$ cat src/rtl/periph_pkg.sv
// Shared peripheral definitions: register offsets, TCON bit positions and the
// default window base used by the memory-mapped timer.
package periph_pkg;

    localparam logic [31:0] DEFAULT_BASE_ADDR = 32'h4000_0000;

    localparam logic [3:0] TH_OFF   = 4'h0;
    localparam logic [3:0] TL_OFF   = 4'h4;
    localparam logic [3:0] TCON_OFF = 4'h8;
    localparam logic [3:0] OVF_OFF  = 4'hC;

    localparam int TCON_EN = 0;
    localparam int TCON_IE = 1;
    localparam int TCON_IS = 2;

    // Word index within the 16-byte window (addr[3:2])
    typedef enum logic [1:0] {
        REG_TH   = TH_OFF[3:2],
        REG_TL   = TL_OFF[3:2],
        REG_TCON = TCON_OFF[3:2],
        REG_OVF  = OVF_OFF[3:2]
    } reg_sel_e;

    function automatic logic [7:0] sat_inc8(input logic [7:0] value);
        return (value == 8'hFF) ? 8'hFF : value + 8'd1;
    endfunction

endpackage

$ cat src/rtl/timer_irq_if.sv
// CPU-side load/store bus into the timer window, plus the interrupt line back
// to control.
interface timer_irq_if;
    logic        rd;
    logic        wr;
    logic [31:0] addr;
    logic [31:0] wdata;
    logic [31:0] rdata;
    logic        irqout;

    modport master (output rd, output wr, output addr, output wdata,
                    input rdata, input irqout);
    modport slave  (input rd, input wr, input addr, input wdata,
                    output rdata, output irqout);
endinterface

$ cat src/rtl/timer_irq_prescaler.sv
// Clock-cycle prescaler: pcnt runs 0..PRESCALE-1 while enabled and tick marks
// the last cycle of each period.
module prescaler #(
    parameter int PRESCALE = 1
) (
    input  logic clk,
    input  logic reset,
    input  logic en,
    output logic tick
);
    localparam int PW = $clog2(PRESCALE) + 1;
    localparam logic [PW-1:0] LAST = PW'(PRESCALE - 1);

    logic [PW-1:0] pcnt;

    assign tick = (pcnt == LAST);

    // Period counter; disabled timer parks it at zero so re-enabling starts a full period
    always_ff @(posedge clk or negedge reset) begin
        if (!reset) begin
            pcnt <= '0;
        end else if (!en) begin
            pcnt <= '0;
        end else if (tick) begin
            pcnt <= '0;
        end else begin
            pcnt <= pcnt + PW'(1);
        end
    end

endmodule

$ cat src/rtl/timer_irq.sv
// Memory-mapped interval timer: TH/TL/TCON/OVF register file, address decode,
// combinational read mux and the interrupt request to the CPU.
module timer_irq
    import periph_pkg::*;
#(
    parameter logic [31:0] BASE_ADDR = DEFAULT_BASE_ADDR,
    parameter int          PRESCALE  = 1
) (
    input  logic        clk,
    input  logic        reset,
    timer_irq_if.slave  bus
);
    logic [31:0] th_r, tl_r;
    logic [7:0]  ovf_r;
    logic        en_r, ie_r, is_r;

    logic [31:0] th_nxt_s, tl_nxt_s, rdata_s;
    logic [7:0]  ovf_nxt_s;
    logic        en_nxt_s, ie_nxt_s, is_nxt_s;
    logic        hit_s, wen_s, tick_s, step_s, wrap_s;
    logic        addr_unused_s;
    reg_sel_e    sel_s;

    prescaler #(.PRESCALE(PRESCALE)) u_prescaler (
        .clk   (clk),
        .reset (reset),
        .en    (en_r),
        .tick  (tick_s)
    );

    assign hit_s         = (bus.addr[31:4] == BASE_ADDR[31:4]);
    assign wen_s         = bus.wr & hit_s;
    assign sel_s         = reg_sel_e'(bus.addr[3:2]);
    assign addr_unused_s = ^bus.addr[1:0];
    assign step_s        = en_r & tick_s;
    assign wrap_s        = step_s & (tl_r == 32'hFFFF_FFFF);

    // Next-state: count step first, then software writes override, then IS set has final say
    always_comb begin
        th_nxt_s  = th_r;
        tl_nxt_s  = tl_r;
        ovf_nxt_s = ovf_r;
        en_nxt_s  = en_r;
        ie_nxt_s  = ie_r;
        is_nxt_s  = is_r;

        if (wrap_s) begin
            tl_nxt_s  = th_r;
            ovf_nxt_s = sat_inc8(ovf_r);
        end else if (step_s) begin
            tl_nxt_s  = tl_r + 32'd1;
        end else begin
            tl_nxt_s  = tl_r;
        end

        if (wen_s) begin
            case (sel_s)
                REG_TH:   th_nxt_s = bus.wdata;
                REG_TL:   tl_nxt_s = bus.wdata;
                REG_TCON: begin
                    en_nxt_s = bus.wdata[TCON_EN];
                    ie_nxt_s = bus.wdata[TCON_IE];
                    if (!bus.wdata[TCON_IS]) begin
                        is_nxt_s = 1'b0;
                    end else begin
                        is_nxt_s = is_r;
                    end
                end
                REG_OVF:  ovf_nxt_s = 8'h00;
                default:  th_nxt_s = th_r;
            endcase
        end else begin
            th_nxt_s = th_r;
        end

        if (wrap_s && ie_r) begin
            is_nxt_s = 1'b1;
        end else begin
            is_nxt_s = is_nxt_s;
        end
    end

    // Register file
    always_ff @(posedge clk or negedge reset) begin
        if (!reset) begin
            th_r  <= 32'h0;
            tl_r  <= 32'h0;
            ovf_r <= 8'h00;
            en_r  <= 1'b0;
            ie_r  <= 1'b0;
            is_r  <= 1'b0;
        end else begin
            th_r  <= th_nxt_s;
            tl_r  <= tl_nxt_s;
            ovf_r <= ovf_nxt_s;
            en_r  <= en_nxt_s;
            ie_r  <= ie_nxt_s;
            is_r  <= is_nxt_s;
        end
    end

    // Read mux; outside the window or without rd the bus contribution is zero
    always_comb begin
        rdata_s = 32'h0;
        if (bus.rd && hit_s) begin
            case (sel_s)
                REG_TH:   rdata_s = th_r;
                REG_TL:   rdata_s = tl_r;
                REG_TCON: rdata_s = {29'h0, is_r, ie_r, en_r};
                REG_OVF:  rdata_s = {24'h0, ovf_r};
                default:  rdata_s = 32'h0;
            endcase
        end else begin
            rdata_s = 32'h0;
        end
    end

    assign bus.rdata  = rdata_s;
    assign bus.irqout = ie_r & is_r;

endmodule

$ cat src/flat_wrapper.sv
// flat-port wrapper written by rule: the top's interface ports become plain ports
module timer_irq_flat import periph_pkg::*;
#(
    parameter logic [31:0] BASE_ADDR = DEFAULT_BASE_ADDR,
    parameter int          PRESCALE  = 1
)
  (clk, reset, bus_rd, bus_wr, bus_addr, bus_wdata, bus_rdata, bus_irqout);
  timer_irq_if bus_i ();
  input  logic clk;
  input  logic reset;
  input wire logic [$bits(bus_i.rd)-1:0] bus_rd;
  input wire logic [$bits(bus_i.wr)-1:0] bus_wr;
  input wire logic [$bits(bus_i.addr)-1:0] bus_addr;
  input wire logic [$bits(bus_i.wdata)-1:0] bus_wdata;
  output wire logic [$bits(bus_i.rdata)-1:0] bus_rdata;
  output wire logic [$bits(bus_i.irqout)-1:0] bus_irqout;
  assign bus_i.rd = bus_rd;
  assign bus_i.wr = bus_wr;
  assign bus_i.addr = bus_addr;
  assign bus_i.wdata = bus_wdata;
  assign bus_rdata = bus_i.rdata;
  assign bus_irqout = bus_i.irqout;
  timer_irq #(.BASE_ADDR(BASE_ADDR), .PRESCALE(PRESCALE)) u_core (.clk(clk), .reset(reset), .bus(bus_i));
endmodule
$ cat config.mk
export PLATFORM = sky130hd
export DESIGN_NAME = timer_irq_flat
export DESIGN_NICKNAME = d
export VERILOG_FILES = /design/src/rtl/periph_pkg.sv /design/src/rtl/timer_irq_if.sv /design/src/rtl/timer_irq_prescaler.sv /design/src/rtl/timer_irq.sv /design/src/flat_wrapper.sv
export SDC_FILE = /design/constraint.sdc
export NUM_CORES = 1
export LEC_CHECK = 0
export ABC_AREA = 1
export BUFFER_PORTS_ARGS = -buffer_cell sky130_fd_sc_hd__buf_2
export CAP_MARGIN = 0
export CORE_MARGIN = 2
export CORE_UTILIZATION = 43
export DETAILED_ROUTE_END_ITERATION = 10
export MAX_ROUTING_LAYER = met4
export PLACE_DENSITY = 0.68
export SLEW_MARGIN = 25
export SYNTH_ARGS = -nofsm -noshare
export SYNTH_HDL_FRONTEND = slang
export SYNTH_SLANG_ARGS = --single-unit
$ cat constraint.sdc
create_clock -name clk -period 3.3 [get_ports clk]
set_clock_uncertainty 0.15 [all_clocks]
set_input_delay 0 -clock clk [delete_from_list [all_inputs] [get_ports clk]]
set_output_delay 0 -clock clk [all_outputs]
set_load 0.01 [all_outputs]
======== After elaboration in Yosys (flattened, before gate mapping) ========
Index checks and enable logic that the tools add are counted.
storage, ports and cells
  register bits after elaboration ......... 76
  input port bits ......................... 68
  output and inout bits ................... 33
  word-level logic and storage cells ...... 46
operators by class
  $add $sub $neg .......................... 3
  equal/unequal tests ..................... 7
  mux-type cells .......................... 16
  bitwise operators ....................... 5
  reduce and logical (&&, ||, !) cells .... 8
operator list
  kind                                                   count
  2-to-1 mux 32 bit                                      5
  one-hot mux 32 bit (4 select lines)                    1
  adder 32 x 1 -> 32 bit, second input constant          1
  equality test 32 bit, second input constant            1
  2-to-1 mux 8 bit                                       4
  equality test 28 x 27 -> 1 bit, second input constant  1
  adder 8 x 1 -> 8 bit, second input constant            1
  equality test 8 bit, second input constant             1
  2-to-1 mux 1 bit                                       6
  bitwise AND 1 bit                                      4
  equality test 2 bit, second input constant             2
  AND reduction 2 bit                                    2
  nonzero test 2 bit                                     2
  AND reduction 3 bit                                    1
  equality test 2 x 1 -> 1 bit, second input constant    1
  logical AND 1 bit                                      2
  logical NOT 2 bit                                      1
  != test 2 x 1 -> 1 bit, second input constant          1
  adder 1 bit, second input constant                     1
  inverter 1 bit                                         1

======== Longest topological paths before layout ========
  word-level depth ........................ 6
  depth in mapped cells ................... 12
  depth with buffers taken out ............ 12

======== Cells and area by module ========
From an unflattened synthesis, not the netlist that was laid out.
second synthesis, totals
  cells, all modules ...................... 852
  area, all modules ....................... 5292.6 um^2
by module, submodules not included
  module     times used  cells each  area an instance (um^2)
  timer_irq  1           850         5281.3
  prescaler  1           2           11.3

======== Least setup slack after synthesis ========
OpenSTA, ideal clock, no wires.
  kind .................................... register to register
  start point ............................. register u_core.tl_r[0]
  end point ............................... register u_core.ovf_r[1]
  library setup time ...................... 0.120 ns
  arrival ................................. 1.539 ns
  slack ................................... 1.491 ns
  cell stages (with the launch flop) ...... 12
  path buffers ............................ 1
  cell sequence ........................... dfrtp_1 -> ha_1 -> nand3_1 -> inv_1 -> nand2_4 -> nor2_8 -> nand3_4 -> clkinv_2 -> buf_6 -> nand2_1 -> nor2_1 -> nor2_1
between the ends
  word-level cells in the longest chain between the ends .. 5
ends and longest elaborated chain
  item                      line             source
  start: declaration        timer_irq.sv:13  logic [31:0] th_r, tl_r;
  start signal: assignment  timer_irq.sv:94  tl_r <= tl_nxt_s;
  equality test 32 bit (*)  timer_irq.sv:36  assign wrap_s = step_s & (tl_r == 32'hFFFF_FFFF);
  bitwise AND 1 bit (*)     timer_irq.sv:36
  2-to-1 mux 8 bit (*)      timer_irq.sv:47  if (wrap_s) begin
  2-to-1 mux 8 bit          timer_irq.sv:57  case (sel_s)
  2-to-1 mux 8 bit (*)      timer_irq.sv:56  if (wen_s) begin
  net u_core.ovf_nxt_s[1]   timer_irq.sv:18  logic [7:0] ovf_nxt_s;
  end signal: assignment    timer_irq.sv:95  ovf_r <= ovf_nxt_s;
  end: declaration          timer_irq.sv:14  logic [7:0] ovf_r;
The timed path passes the listed nets; every way through them passes the cells marked *.
A chain may end at the register's enable or synchronous reset.

======== Worst setup path in the final report ========
Ends and elaborated chain as after synthesis.

==> flow_summary.ini <==
[power_and_ir_drop]
p_sw_frac = 0.230
switchingPower_mw = 0.459
powerDensity_nw_per_um2 = 306
pwr-share-comb = 0.074
finalPower_mw = 1.99
p_seq_frac = 0.461
p_clk_frac = 0.464
peakVddDrop_uv = 197
p_leak_nw = 3.51
p_int_mw = 1.54

[synthesis]
synth_async_sr_flop_share = 1.00
yosysMostFrequentCell = nand2_1
synth_area_um2 = 5300
synth_fp_nets = 914
seq_area_frac_synth = 0.354
synth_edf_count = 0
syn_inst = 844
yosysTopAreaCellShare = 0.354
synth_area_per_cell_um2 = 6.28
synth-seq-cells = 75
yosysWarnings = 0
yosys.area.top_type = dfrtp_1
synth_flop_cell = dfrtp_1
synth.area.top_cells = dfrtp_1 (35%), nand2_1 (23%), nor2_1 (7.6%)
ys_types = 35
ys_top_cells_by_count = nand2_1 (320), nor2_1 (107), inv_1 (80)

[critical_path]
worstPathCellList = ha_1 -> nand3_1 -> inv_1 -> nand2_4 -> nor2_8 -> nand3_4 -> clkinv_2 -> nand2_1 -> nor2_1 -> nor2_1
path_max_fanout = 31
worst-endpoint-required_ps = 3380
reg2reg_slack_ps = 840
critPathLaunchType = flip-flop
worstSetupEndpointType = flip-flop
cp_top_family = simple AND/OR/NAND/NOR gates
max_stage_delay_ps = 440
path_buf_inv = 2
crit_type = reg2reg
cp_slowest_cell = dfrtp_1
arrival_ps = 2540
path_common_cell = nor2_1

[finish]
drive_gt1_frac = 0.153
postLayoutCoreUtil = 0.542
stdcell_count = 1115
stdcell_area_um2 = 6510
area_growth_pct = 22.8
nFillCells = 1232
antenna_cells = 0
num-nets-final = 1033

[timing]
fin_ws_ps = 838
finalSetupViolations = 0
holdWs_ps = 38.5
rsz0062_at_grt = false
timing_hold_violations_final = 0
max_freq_mhz = 406
setup_tns_ps = 0
relSlewSlack = 0.388
drv_slew = 0
finalCriticalPeriod_ps = 2460
worst_pin_slew_ps = 918
fin_crit_sh = 0.746

[global_route]
grt_usage = 0.251
grt_max_degree = 76
grt_pass1_vias = 5294
grt_pass1_wl_um = 25600
antenna_found_initial = 0
grt-ovfl-total = 0

[clock_network]
h-tree-depth = 3
cts_hold_buffers = 34
cts_tree = built
clk_pin_slew_worst_paths_ps = 60
cts_resized = 0
cts_root_buf = clkbuf_16
worstSkewPairLatency_ps = 340
numCtsBuffers = 9
clock-sinks = 75
cts.path.max_buffers = 2
post-cts-setup-buffers = 0

[route]
wl_um = 15200
viasPerCell = 5.09
dr.pass1.iters = 5
drt_iter0_drc = 388
via_count = 5680
ant_nets = 0
routedWlPerCell_um = 13.7
drc = 0

[floorplanning]
die-area_um2 = 13200
top_level_ports = 101
fp.coreArea_um2 = 12000
die_h_um = 115
start_util = 0.441
fp.dieW_um = 115
num_rows = 40

[placement]
numPortBuffers = 98
placed_area_um2 = 5890
dp_cells = 1065
dp_hpwl_um = 10700
gp_congestion = 0.940
place_ws_ps = 855

[job]
drv_cap = 0

[status]
status = complete, no violations

[hold_path]
hp-class = in2reg
==> layer usage <==
layer | track usage | wire length, µm | up-vias
met2 | 0.396 | 7000 | 157
met1 | 0.327 | 7220 | 2610
met4 | 0.0908 | 200 | 0
met3 | 0.0385 | 818 | 16
met5 | - | 0 | -
li1 | - | - | 2897
==> final cells by class <==
type | instances | area (µm²) | area share
clock buffer | 14 | 264 | 0.0405
clock inverter | 2 | 10.0 | 0.00154
inverter | 82 | 309 | 0.0475
multi-input combinational | 654 | 2960 | 0.455
sequential | 75 | 1880 | 0.288
tap | 147 | 184 | 0.0282
timing repair buffer | 141 | 905 | 0.139
==> worst min-delay path, cell delays in order <==
cell and delay, ps:
buf_2 140, nand2_1 110, nor2_1 100, nand2_1 60, o21ai_0 60
==> layout by cell type (no fill, tap or decap), types with 2 or more instances in the layout <==
cell type,count
nand3b_1,9
dfrtp_1,75
xnor2_1,9
buf_2,97
o22ai_1,2
nor2_2,8
buf_4,9
dlygate4sd3_1,34
nand2_2,2
o21ai_0,46
nand3_1,54
clkbuf_16,9
ha_1,2
or2_2,10
clkbuf_1,3
nand2_1,320
or2_0,7
nand4_1,17
inv_1,80
nor3_1,4
xor2_1,4
clkinv_2,3
a21oi_1,35
nor2_1,105
o21bai_1,4
clkbuf_8,2
a221oi_1,3
a31oi_1,5
==> cells by family (layout without fill, tap and decap cells) <==
family | Yosys count | after routing | synth area share
adders and majority gates | 2 | 2 | 0.00472
and+or+nand+nor | 542 | 542 | 0.434
DFF | 75 | 75 | 0.354
AOI/OAI and AO/OA | 97 | 97 | 0.0979
xor gates and xnor gates | 13 | 13 | 0.0215
buffers and inverters | 115 | 239 | 0.0882
==> final timing paths <==
path	end	depth (start not counted)	from
setup / recovery	u_core.ovf_r[1]	10	u_core.tl_r[0]
hold / removal	u_core.ie_r	5	bus_addr[3]
setup reg to reg	u_core.ovf_r[1]	10	u_core.tl_r[0]
hold reg to reg	u_core.is_r	2	u_core.is_r
max in group asynchronous	u_core.tl_r[26]	2	reset
min in group asynchronous	u_core.th_r[8]	2	reset
==> power by group through the flow <==
| stage | Clock (mW) | Sequential (mW) | Combinational [mW] |
|---|---|---|---|
| floorplan | 0 | 0.937 | 0.0349 |
| global route | 0.985 | 0.919 | 0.165 |
| finish | 0.926 | 0.920 | 0.148 |
| detailed placement | 0 | 0.937 | 0.117 |
| global placement | 0 | 0.937 | 0.117 |
| CTS | 0.942 | 0.920 | 0.149 |
==> registers in the layout, indices dropped and copies added (netlist names) <==
name	count
u_core.en_r	1
u_core.is_r	1
u_core.ovf_r	8
u_core.ie_r	1
u_core.th_r	32
u_core.tl_r	32
Power figures use the tool's default switching activity.
